$ cat config.mk
export PLATFORM = sky130hd
export DESIGN_NAME = stream_demux_buffered
export DESIGN_NICKNAME = d
export VERILOG_FILES = /design/src/rtl/stream_demux_pkg.sv /design/src/rtl/demux_skid_fifo.sv /design/src/rtl/stream_demux_buffered.sv
export SDC_FILE = /design/constraint.sdc
export NUM_CORES = 1
export LEC_CHECK = 0
export ABC_AREA = 1
export CAP_MARGIN = 0
export CORE_MARGIN = 5
export CORE_UTILIZATION = 48
export CTS_CLUSTER_SIZE = 8
export DETAILED_ROUTE_END_ITERATION = 7
export PLACE_DENSITY = 0.76
export SLEW_MARGIN = 20
export SYNTH_ARGS = -nofsm -noshare
export SYNTH_HDL_FRONTEND = slang
export SYNTH_HIERARCHICAL = 1
export SYNTH_SLANG_ARGS = --single-unit
$ cat constraint.sdc
create_clock -name clk -period 1.4 [get_ports clk]
set_input_delay 0.21 -clock clk [delete_from_list [all_inputs] [get_ports clk]]
set_output_delay 0.21 -clock clk [all_outputs]
set_load 0.1 [all_outputs]
$ cat src/rtl/stream_demux_pkg.sv
// Shared types and helpers for the buffered stream demultiplexer.
package stream_demux_pkg;

    // Width of the saturating bad-select counter.
    localparam int CNT_W = 8;

    // Per-channel occupancy: 0, 1 or 2 items.
    typedef logic [1:0] occ_t;

    // True when a select value addresses an existing channel.
    function automatic logic sel_in_range(input logic [15:0] sel, input int n);
        return (int'(sel) < n);
    endfunction

endpackage

$ cat src/rtl/demux_skid_fifo.sv
// Two-entry channel buffer: head register drives the consumer, tail holds
// the second item. A push while full is ignored; the top never issues one.
module demux_skid_fifo
    import stream_demux_pkg::*;
#(
    parameter int W = 8
) (
    input  logic         clk,
    input  logic         rst,
    input  logic         push,
    input  logic         pop,
    input  logic [W-1:0] din,
    output occ_t         occ,
    output logic [W-1:0] head
);

    occ_t         occ_reg;
    logic [W-1:0] head_reg;
    logic [W-1:0] tail_reg;
    logic         do_push;
    logic         do_pop;

    assign do_push = push && (occ_reg != 2'd2);
    assign do_pop  = pop && (occ_reg != 2'd0);

    // Occupancy and storage update; simultaneous push/pop at one item
    // replaces the head directly so the new item is visible next cycle.
    always_ff @(posedge clk or posedge rst) begin
        if (rst) begin
            occ_reg  <= 2'd0;
            head_reg <= '0;
            tail_reg <= '0;
        end else begin
            case (occ_reg)
                2'd0: begin
                    if (do_push) begin
                        head_reg <= din;
                        occ_reg  <= 2'd1;
                    end
                end
                2'd1: begin
                    if (do_push && do_pop) begin
                        head_reg <= din;
                    end else if (do_push) begin
                        tail_reg <= din;
                        occ_reg  <= 2'd2;
                    end else if (do_pop) begin
                        occ_reg  <= 2'd0;
                    end
                end
                2'd2: begin
                    if (do_pop) begin
                        head_reg <= tail_reg;
                        occ_reg  <= 2'd1;
                    end
                end
                default: occ_reg <= 2'd0;
            endcase
        end
    end

    assign occ  = occ_reg;
    assign head = head_reg;

endmodule

$ cat src/rtl/stream_demux_buffered.sv
// Valid/ready demultiplexer with a two-entry buffer per output channel.
// up_ready depends only on up_sel and registered occupancy, never on
// down_ready, so consumers cannot create a combinational loop upstream.
module stream_demux_buffered
    import stream_demux_pkg::*;
#(
    parameter int N_OUT = 4,
    parameter int W     = 8,
    parameter int SEL_W = (N_OUT > 1) ? $clog2(N_OUT) : 1
) (
    input  logic               clk,
    input  logic               rst,
    input  logic               up_valid,
    output logic               up_ready,
    input  logic [W-1:0]       up_data,
    input  logic [SEL_W-1:0]   up_sel,
    output logic [N_OUT-1:0]   down_valid,
    input  logic [N_OUT-1:0]   down_ready,
    output logic [N_OUT*W-1:0] down_data,
    output logic [CNT_W-1:0]   bad_sel_cnt
);

    logic               in_range;
    logic               sel_full;
    logic [N_OUT-1:0]   full;
    logic [N_OUT-1:0]   push;
    logic [N_OUT-1:0]   pop;
    occ_t               occ  [N_OUT];
    logic [W-1:0]       head [N_OUT];
    logic [CNT_W-1:0]   bad_sel_cnt_reg;

    assign in_range = sel_in_range(16'(up_sel), N_OUT);

    generate
        for (genvar gi = 0; gi < N_OUT; gi++) begin : g_chan
            assign push[gi]       = up_valid && in_range &&
                                    (up_sel == SEL_W'(gi)) && !full[gi];
            assign pop[gi]        = down_valid[gi] && down_ready[gi];
            assign full[gi]       = (occ[gi] == 2'd2);
            assign down_valid[gi] = (occ[gi] != 2'd0);
            assign down_data[gi*W +: W] = head[gi];

            demux_skid_fifo #(.W(W)) u_fifo (
                .clk  (clk),
                .rst  (rst),
                .push (push[gi]),
                .pop  (pop[gi]),
                .din  (up_data),
                .occ  (occ[gi]),
                .head (head[gi])
            );
        end
    endgenerate

    // Select the full flag of the addressed channel; out-of-range selects
    // never stall because the item is simply discarded.
    always_comb begin
        sel_full = 1'b0;
        for (int i = 0; i < N_OUT; i++) begin
            if (16'(up_sel) == 16'(i)) begin
                sel_full = full[i];
            end
        end
        up_ready = in_range ? !sel_full : 1'b1;
    end

    // Count discarded out-of-range items, saturating at all ones.
    always_ff @(posedge clk or posedge rst) begin
        if (rst) begin
            bad_sel_cnt_reg <= '0;
        end else if (up_valid && !in_range && (bad_sel_cnt_reg != {CNT_W{1'b1}})) begin
            bad_sel_cnt_reg <= bad_sel_cnt_reg + 1'b1;
        end
    end

    assign bad_sel_cnt = bad_sel_cnt_reg;

endmodule

==> metrics.md, run 1 <==
| Metric | Value |
|---|---|
| Worst-skew pair later-pin latency | `about 350 ps` |
| Die Y | `98.1 um` |
| Most common cell after layout, fill and taps aside | `nand2_1` |
| Worst Path Required | `1190 ps` |
| First-pass GRT wire length | `16.5 mm` |
| RSZ-0062 raised after global routing | `yes` |
| CP max FO | `2` |
| Core Box Area | `roughly 7600 um^2` |
| R2r startpoint | `g_chan[1].u_fifo/occ[1]$_DFFE_PP0P_` |
| Largest net degree at the start of global routing | `19` |
| Combinational fraction of design power | `65.1%` |
| Area delta synth->final | `67.0%` |
| Vias in the first global route | `around 3600` |
| Status | `complete, but fails checks` |
| FF-to-FF End | `g_chan[1].u_fifo/head[4]$_DFFE_PP0P_` |
| Synth Register Bits | `72` |
| Die Area | `9620 um^2` |
| Max Transition Viols Final | `0` |
| Clock skew | `roughly 7 ps` |
| Congestion Overflow GR | `0` |
| Final Worst Setup Slack | `-242 ps` |
| Detailed-route via count | `3834` |
| PortBufs | `between 50 and 60` |
| Post-synthesis sequential area ratio | `48.4%` |
| Critical Path Start Type | `flip-flop` |
| CTS tree | `done` |
| Die X | `98.1 um` |
| Power, Total | `16.9 mW` |
| Leakage | `about 3.2 nW` |
| Avg Cell Area, Syn | `7.72 um^2` |
| Flop2flop setup slack | `-200 ps` |
| Internal | `8.14 mW` |
| Most frequent cells in the layout | `nand2_1 (171), dfrtp_1 (68), buf_12 (49)` |
| CP endpoint kind | `output port` |
| Fin nets | `637` |
| Final worst path period share | `117%` |
| Post-DP Area | `between 5000 and 6000 um^2` |
| Wire per inst | `16.7 um` |
| GRT Overall Usage | `approximately a fifth` |
| Cell count after synthesis | `482` |
| Crit path arrival time | `1430 ps` |
| Post-synthesis instance area | `3720 um^2` |
| IO Pins | `62` |
| Pwr Density | `2720 nW/um^2` |
| MaxCap Viol Count | `0` |
| Fin. Hold Viols | `0` |
| Reg2reg path depth | `9` |
| Distinct cells, synth | `18` |
| DRC | `0` |
| Pre-antenna DRT Iters | `7` |
| Worst hold path type | `in2async` |
| Final Util | `about four fifths` |
| Finish-stage setup viols | `72` |
| Tmin final | `roughly 1600 ps` |
| CTS root buf | `clkbuf_8` |
| CTS max path bufs | `2` |
| CTS Buf Count | `9` |
| # diodes | `0` |
| Syn. warnings | `6` |
| Detail Placement HPWL | `6.76 mm` |
| DRT iter0 DRCs | `215` |
| DRT antenna net count | `0` |
| Switching Power | `8.75 mW` |
| Initial Util | `48.7%` |
| Initial antenna violation count | `0` |
| Share of layout cells above drive strength 1 | `44.2%` |
| GPL Wtd Cong | `0.863` |
| Filler Cell Count | `409` |
| Via density | `5.27` |
| Flop pwr share | `24.6%` |
| Violated checks | `setup timing` |
| VDD IR max | `1.87 mV` |
| Post-Layout Inst Area | `6220 um^2` |
| Switching portion of total power | `between 50% and 60%` |
| Clk network pwr share | `slightly above 10%` |
| Clk slew on worst S/H paths | `80 ps` |
| Setup CP Type | `reg2out` |
| Final wirelength | `between 10 and 15 mm` |
| Fmax | `between 0.6 and 0.7 GHz` |
| H-tree depth | `3` |
| Row count | `32` |
| Clock sinks | `72` |
## worst max-delay path, cell delays in order (launching register included)
cell     delay [ps]
dfrtp_2         430
inv_2            50
nand2_2          40
nand2_2          80
buf_6           100
nand3_2          70
nand2_2          80
nand2_2          70
buf_12          160
## final cells by class
cell class	count	area [um^2]	share of cell area, %
Tap cell	102	128	2.05
Sequential cell	72	1810	29.1
Timing Repair Buffer	129	1800	29.0
Multi-Input combinational cell	347	2030	32.7
Inverter	61	239	3.84
Clock buffer	11	151	2.44
Clock inverter	5	55.1	0.885
## cell usage after synthesis
master	n	area, um^2
nand2_1	221	830
dfrtp_1	72	1800
inv_1	53	199
nand3_1	41	205
o21ai_2	32	280
nor2_1	10	37.5
buf_4	8	60.1
inv_2	8	30.0
nand2_2	8	50.1
nor2_2	5	31.3
buf_6	4	45.0
nand3_2	4	40.0
nand4_1	4	25.0
o21a_1	4	30.0
or2_2	4	25.0
nor3_1	2	10.0
conb_1	1	3.75
o21bai_4	1	18.8
## worst max-delay path by stage
stage / to / start / slack, ps
floorplan: g_chan[2].u_fifo/head[0]$_DFFE_PP0P_ / g_chan[2].u_fifo/occ[1]$_DFFE_PP0P_ / 7
global placement: g_chan[3].u_fifo/head[6]$_DFFE_PP0P_ / up_sel[0] / -390
detailed placement: g_chan[3].u_fifo/head[2]$_DFFE_PP0P_ / up_sel[1] / -460
CTS: up_ready / g_chan[1].u_fifo/occ[0]$_DFFE_PP0P_ / -220
global route: g_chan[1].u_fifo/head[4]$_DFFE_PP0P_ / g_chan[1].u_fifo/occ[1]$_DFFE_PP0P_ / -300
finish: up_ready / g_chan[1].u_fifo/occ[0]$_DFFE_PP0P_ / -240
## what timing repair did
item	in CTS	in global routing
resized for setup	42	99
buffers inserted	7	9
hold buffers	0	0
endpoints found under the setup margin	40	73
cloned	2	7
pin swaps	7	39
## power by group through the flow
| stage | clock, mW | sequential [mW] | combinational [mW] |
|---|---|---|---|
| after floorplan | 0 | 6.90 | 2.91 |
| after global placement | 0 | 3.90 | 9.44 |
| after detailed placement | 0 | 3.95 | 9.66 |
| after CTS | 1.74 | 3.94 | 10.0 |
| after global routing | 1.86 | 4.24 | 11.5 |
| final | 1.74 | 4.15 | 11.0 |
## cells by family (layout without fill, tap and decap cells)
logic type	Yosys count	after routing	synth area share (%)
other	1	8	0.101
AO/OA/AOI/OAI	37	37	8.84
buffers and inverters	73	206	8.97
flip-flops	72	72	48.4
AND/OR/NAND/NOR	299	302	33.7
## stage by stage
step	setup TNS (ps)	setup WS (ps)	hold WS, ps	std cells
final	-6520	-242	305	727
after global routing	-11750	-302	341	727
after CTS	-2000	-219	313	711
after detailed placement	-23940	-462	470	686
after global placement	-20280	-392	465	686
after floorplan	0	6.80	149	489
## per-layer routing
metal	wire (um)	GRT usage (%)
met1	4470	25.6
met2	6300	37.7
met3	794	3.79
met4	581	7.56
met5	0	0
Note: power is estimated with default switching activity, not from simulation.
==> run 2, diff against run 1 <==
--- a/config.mk
+++ b/config.mk
@@ -8,9 +8,10 @@
 export ABC_AREA = 1
 export CAP_MARGIN = 0
 export CORE_MARGIN = 5
-export CORE_UTILIZATION = 48
+export CORE_UTILIZATION = 50
 export CTS_CLUSTER_SIZE = 8
 export DETAILED_ROUTE_END_ITERATION = 7
+export HOLD_SLACK_MARGIN = 0.15
 export PLACE_DENSITY = 0.76
 export SLEW_MARGIN = 20
 export SYNTH_ARGS = -nofsm -noshare
==> constraint.sdc (replaced) <==
create_clock -name clk -period 2.1 [get_ports clk]
set_input_delay 0.315 -clock clk [delete_from_list [all_inputs] [get_ports clk]]
set_output_delay 0.315 -clock clk [all_outputs]
set_load 0.1 [all_outputs]
==> metrics.md, run 2 (synthesis gave the netlist of run 1 again) <==
| Metric | Value |
|---|---|
| RSZ-0062 raised after global routing | `no` |
| Critical Path Start Type | `flip-flop` |
| Most common cell after layout, fill and taps aside | `nand2_1` |
| DRC | `0 (unchanged)` |
| Fmax | `0.525 GHz` |
| GPL Wtd Cong | `0.853 (-1.2%)` |
| Fin nets | `568 (-11%)` |
| Worst slew pin tran | `706 ps` |
| Post-DP Area | `4330 um^2 (-17%)` |
| Largest net degree at the start of global routing | `19 (unchanged)` |
| # hold bufs at CTS | `0 (unchanged)` |
| Crit path arrival time | `2140 ps (+710 ps)` |
| Worst Path Required | `2340 ps (+1150 ps)` |
| Fin. Hold Viols | `0 (unchanged)` |
| Status | `completed` |
| GRT Overall Usage | `19.1% (-2.1 points)` |
| CTS root buf | `clkbuf_8` |
| Wire per inst | `12.5 um (-25%)` |
| CP max FO | `9 (+7)` |
| PortBufs | `53 (unchanged)` |
| Via density | `4.75 (-10%)` |
| Clock sinks | `72 (unchanged)` |
| Tmin final | `1900 ps` |
| CP max stage delay | `490 ps (+60 ps)` |
| Detailed-route via count | `3109 (-19%)` |
| Critical path's slowest cell | `dfrtp_1` |
| Filler Cell Count | `643 (+57%)` |
| Worst hold path type | `reg2reg` |
| Most frequent cells in the layout | `nand2_1 (221), dfrtp_1 (72), inv_1 (53)` |
| Die Y | `96.3 um (-1.8%)` |
| IO Pins | `62 (unchanged)` |
| Final Util | `62.0% (-19 points)` |
| Area delta synth->final | `20.8%` |
| Initial antenna violation count | `0 (unchanged)` |
| # diodes | `0 (unchanged)` |
| Max Transition Viols Final | `0 (unchanged)` |
| Detail Placement HPWL | `5.91 mm (-12%)` |
| Final worst path period share | `90.7%` |
| Vias in the first global route | `3070 (-14%)` |
| CP endpoint kind | `flip-flop` |
| DRT iter0 DRCs | `112 (-48%)` |
| CTS max path bufs | `2 (unchanged)` |
| CTS Buf Count | `9 (unchanged)` |
| Post-Layout Inst Area | `4500 um^2 (-28%)` |
| Pre-antenna DRT Iters | `4 (-3)` |
| Slew HR | `52.9%` |
| Congestion Overflow GR | `0 (unchanged)` |
| H-tree depth | `3 (unchanged)` |
| CP Cell Sequence | `inv_1 > nand2_1 > nand2_1 > nor3_1 > buf_4 > inv_1 > nand2_1 > nand2_1 > inv_2 > nand2_2 > nand2_1 > nand2_1` |
| Die X | `96.3 um (-1.8%)` |
| Finish-stage setup viols | `0 (-100%)` |
| First-pass GRT wire length | `13.6 mm (-17%)` |
| Core Box Area | `7250 um^2 (-5.2%)` |
| Setup total negative slack | `0 ps (+6520 ps)` |
| Share of layout cells above drive strength 1 | `22.1% (-22 points)` |
| Clock skew | `7.82 ps (+0.940 ps)` |
| Initial Util | `51.3% (+2.6 points)` |
| Postcts setup bufs | `0 (-7)` |
| Clk slew on worst S/H paths | `70 ps (about the same)` |
| Setup CP Type | `reg2reg` |
| DRT antenna net count | `0 (unchanged)` |
| PostCTS Resize Cnt | `0 (-100%)` |
| Most frequent cell on the critical path | `nand2_1` |
| Final wirelength | `8.18 mm (-33%)` |
| CTS tree | `done` |
| MaxCap Viol Count | `0 (unchanged)` |
| Row count | `31 (-3.1%)` |
| Die Area | `9270 um^2 (-3.6%)` |
| Worst-skew pair later-pin latency | `340 ps (about the same)` |
## run 2: cell count changes in the layout (fill, tap and decap cells not counted), moves of 7 or more
cell | before | now
nand2_4 | 25 | 0
nand3_2 | 15 | 4
buf_12 | 49 | 4
buf_6 | 20 | 0
inv_2 | 15 | 8
nand2_1 | 171 | 221
nand2_2 | 36 | 8
nand3_1 | 26 | 41
inv_1 | 43 | 53
## run 2: path summary, 6_finish.rpt
check | start | end | slack [ps] | cells after the start
setup / recovery | g_chan[2].u_fifo/occ[0]$_DFFE_PP0P_ | g_chan[2].u_fifo/head[0]$_DFFE_PP0P_ | 200 | 12
hold / removal | g_chan[3].u_fifo/head[6]$_DFFE_PP0P_ | g_chan[3].u_fifo/head[6]$_DFFE_PP0P_ | 470 | 2
setup reg to reg | g_chan[2].u_fifo/occ[0]$_DFFE_PP0P_ | g_chan[2].u_fifo/head[0]$_DFFE_PP0P_ | 200 | 12
hold reg to reg | g_chan[3].u_fifo/head[6]$_DFFE_PP0P_ | g_chan[3].u_fifo/head[6]$_DFFE_PP0P_ | 470 | 2
max in group asynchronous | rst | g_chan[2].u_fifo/tail_reg[3]$_DFFE_PP0P_ | 1120 | 2
min in group asynchronous | rst | g_chan[1].u_fifo/tail_reg[0]$_DFFE_PP0P_ | 500 | 2
## run 2: final cells by class
cell class	instances	area [um^2]	area share (%)
clock buffer	12	145	3.23
clock inverter	4	20.0	0.445
inverter	61	229	5.09
multi-input combinational	344	1610	35.9
sequential	72	1800	40.1
tap	99	124	2.76
timing repair buffer	63	563	12.5
## run 2: metal layers
layer | part of all wire [%] | GRT usage (%) | wire length, um
met1 | 46 | 24.5 | 3800
met2 | 48 | 31.5 | 3900
met3 | 4.4 | 3.21 | 362
met4 | 1.5 | 8.53 | 119
met5 | 0 | 0 | 0
## run 2: critical path, delay by kind of cell, from the launching register on
kind / cells / cell delay [ps]
buf+inv: 4 / 440
simple gates: 8 / 870
flops: 1 / 490
## run 2: through the flow
step           worst slack [ps]  cells  hold WS, ps
6_report                    196    655          474
5_1_grt                    16.8    655          499
4_1_cts                     214    655          478
3_5_place_dp               36.1    639          460
3_3_place_gp               75.0    639          456
2_1_floorplan               428    489          254
Power of run 2 is not shown: default switching activity piles up to over one toggle a cycle in this logic, so the estimate is an artifact.
==> run 3, diff against run 2 <==
--- a/config.mk
+++ b/config.mk
@@ -11,6 +11,7 @@
 export CORE_UTILIZATION = 50
 export CTS_CLUSTER_SIZE = 8
 export DETAILED_ROUTE_END_ITERATION = 7
+export GPL_TIMING_DRIVEN = 0
 export HOLD_SLACK_MARGIN = 0.15
 export PLACE_DENSITY = 0.76
 export SLEW_MARGIN = 20
==> metrics.md, run 3 (synthesis gave the netlist of run 1 again) <==
| Metric | Value |
|---|---|
| Status | `completed` |
| CTS root buf | `clkbuf_8` |
| Finish-stage setup viols | `0 (unchanged)` |
| Pre-antenna DRT Iters | `4 (unchanged)` |
| Most common cell after layout, fill and taps aside | `nand2_1` |
| Final worst path period share | `92.2% (+1.5 points)` |
| Worst-skew pair later-pin latency | `330 ps (about the same)` |
| End of the worst hold path | `g_chan[3].u_fifo/head[4]$_DFFE_PP0P_` |
| Wire per inst | `12.3 um (-1.6%)` |
| Hold Slack | `464 ps (-9.81 ps)` |
| Setup CP Type | `reg2out` |
| Worst hold path type | `reg2reg` |
| Hold_sp | `g_chan[3].u_fifo/head[4]$_DFFE_PP0P_` |
| Crit path arrival time | `1620 ps (-520 ps)` |
| Initial antenna violation count | `0 (unchanged)` |
| Share of layout cells above drive strength 1 | `16.7% (-5.5 points)` |
| Die Y | `96.3 um (unchanged)` |
| Detail Placement HPWL | `5.96 mm (+0.73%)` |
| CP max FO | `8 (-1)` |
| Critical Path Start Type | `flip-flop` |
| # hold bufs at CTS | `0 (unchanged)` |
| Core Box Area | `7250 um^2 (unchanged)` |
| Most frequent cells in the layout | `nand2_1 (221), dfrtp_1 (72), inv_1 (53)` |
| Final wirelength | `8.07 mm (-1.3%)` |
| Die Area | `9270 um^2 (unchanged)` |
| FF-to-FF End | `g_chan[1].u_fifo/head[4]$_DFFE_PP0P_` |
| Hold Path Stages | `2 (unchanged)` |
| GRT Overall Usage | `19.0% (-0.11 points)` |
| Tmin final | `1940 ps (+32.3 ps)` |
| CP bufs+invs | `1 (-3)` |
| Clk slew on worst S/H paths | `70 ps (about the same)` |
| R2r startpoint | `g_chan[1].u_fifo/occ[0]$_DFFE_PP0P_` |
| Row count | `31 (unchanged)` |
| Slew HR | `35.6% (-17 points)` |
| RSZ-0062 raised after global routing | `no` |
| Flop2flop setup slack | `320 ps (+120 ps)` |
| Filler Cell Count | `683 (+6.2%)` |
| CTS tree | `done` |
| CTS max path bufs | `2 (unchanged)` |
| Top Family by Delay on Critical Path | `flip-flops` |
| Fin nets | `570 (+0.35%)` |
| Congestion Overflow GR | `0 (unchanged)` |
| H-tree depth | `3 (unchanged)` |
| CTS Buf Count | `9 (unchanged)` |
| Worst path depth | `2 (-10)` |
| Clock skew | `5.39 ps (-2.43 ps)` |
| Vias in the first global route | `2970 (-3.3%)` |
| PortBufs | `53 (unchanged)` |
| CP endpoint kind | `output port` |
| DRC | `0 (unchanged)` |
| Detailed-route via count | `3161 (+1.7%)` |
| Postcts setup bufs | `0 (unchanged)` |
| DRT antenna net count | `0 (unchanged)` |
| Area delta synth->final | `22.3%` |
| CP max stage delay | `480 ps (about the same)` |
| Fin. Hold Viols | `0 (unchanged)` |
| Reg2reg path depth | `11 (-1)` |
| Die X | `96.3 um (unchanged)` |
| GPL Wtd Cong | `0.825 (-3.3%)` |
| Clock sinks | `72 (unchanged)` |
| Via density | `4.81 (+1.4%)` |
| IO Pins | `62 (unchanged)` |
| Worst slew pin tran | `970 ps (+264 ps)` |
| First-pass GRT wire length | `13.5 mm (-1.2%)` |
| CP Cell Sequence | `or2_2 > clkdlybuf4s15_2` |
| # diodes | `0 (unchanged)` |
| Worst Path Required | `1780 ps (-560 ps)` |
| Critical path's slowest cell | `dfrtp_1` |
| DRT iter0 DRCs | `102 (-8.9%)` |
| Fmax | `0.516 GHz (-1.7%)` |
| Initial Util | `51.3% (unchanged)` |
| Max Transition Viols Final | `0 (unchanged)` |
| Largest net degree at the start of global routing | `19 (unchanged)` |
| MaxCap Viol Count | `0 (unchanged)` |
run 3: repair_timing:
| item | CTS | global route |
|---|---|---|
| hold endpoints to repair | 0 | 0 |
| pin swaps | 0 | 0 |
| endpoints found under the setup margin | 37 | 7 |
| resized for setup | 49 | 2 |
run 3: area by class of cell:
cell class                      instances  area [um^2]  area share [%]
Inverter                               61          229            5.03
Buffer                                 12          105            2.31
Timing Repair Buffer                   53          493            10.8
Multi-Input combinational cell        344         1620            35.6
Tap cell                               99          124            2.72
Clock buffer                           12          135            2.97
Sequential cell                        72         1800            39.6
Clock inverter                          4         45.0           0.990
run 3: metrics by stage:
stage / instances / util, % / setup WS (ps) / TNS [ps] / cell area [um^2]
CTS: 657 / 62.6 / 92.2 / 0 / 4540
global route: 657 / 62.7 / 17.7 / 0 / 4550
global placement: 641 / 60.7 / -563 / -606 / 4400
detailed placement: 641 / 60.7 / -546 / -936 / 4400
floorplan: 489 / - / 428 / 0 / 3750
finish: 657 / 62.7 / 163 / 0 / 4550
run 3: routing by layer:
layer / GRT usage, % / wire length [um]
met3: 2.89 / 366
met1: 25.0 / 3690
met4: 8.18 / 125
met2: 31.0 / 3880
met5: 0 / 0
run 3: worst max path at each step:
stage                                              startpoint                                   end  slack (ps)
after floorplan           g_chan[0].u_fifo/occ[0]$_DFFE_PP0P_                              up_ready         430
after detailed placement                            up_sel[0]                              up_ready        -550
after global routing      g_chan[1].u_fifo/occ[0]$_DFFE_PP0P_  g_chan[1].u_fifo/head[4]$_DFFE_PP0P_          20
after CTS                 g_chan[2].u_fifo/occ[0]$_DFFE_PP0P_                              up_ready          90
final                     g_chan[0].u_fifo/occ[0]$_DFFE_PP0P_                         down_valid[0]         160
after global placement                              up_sel[1]                              up_ready        -560
run 3: worst min-delay path, cell delays in order (launching register included):
cell	delay, ps
dfrtp_1	340
nand2_1	50
nand2_1	40
Power of run 3 is left out for the same reason.
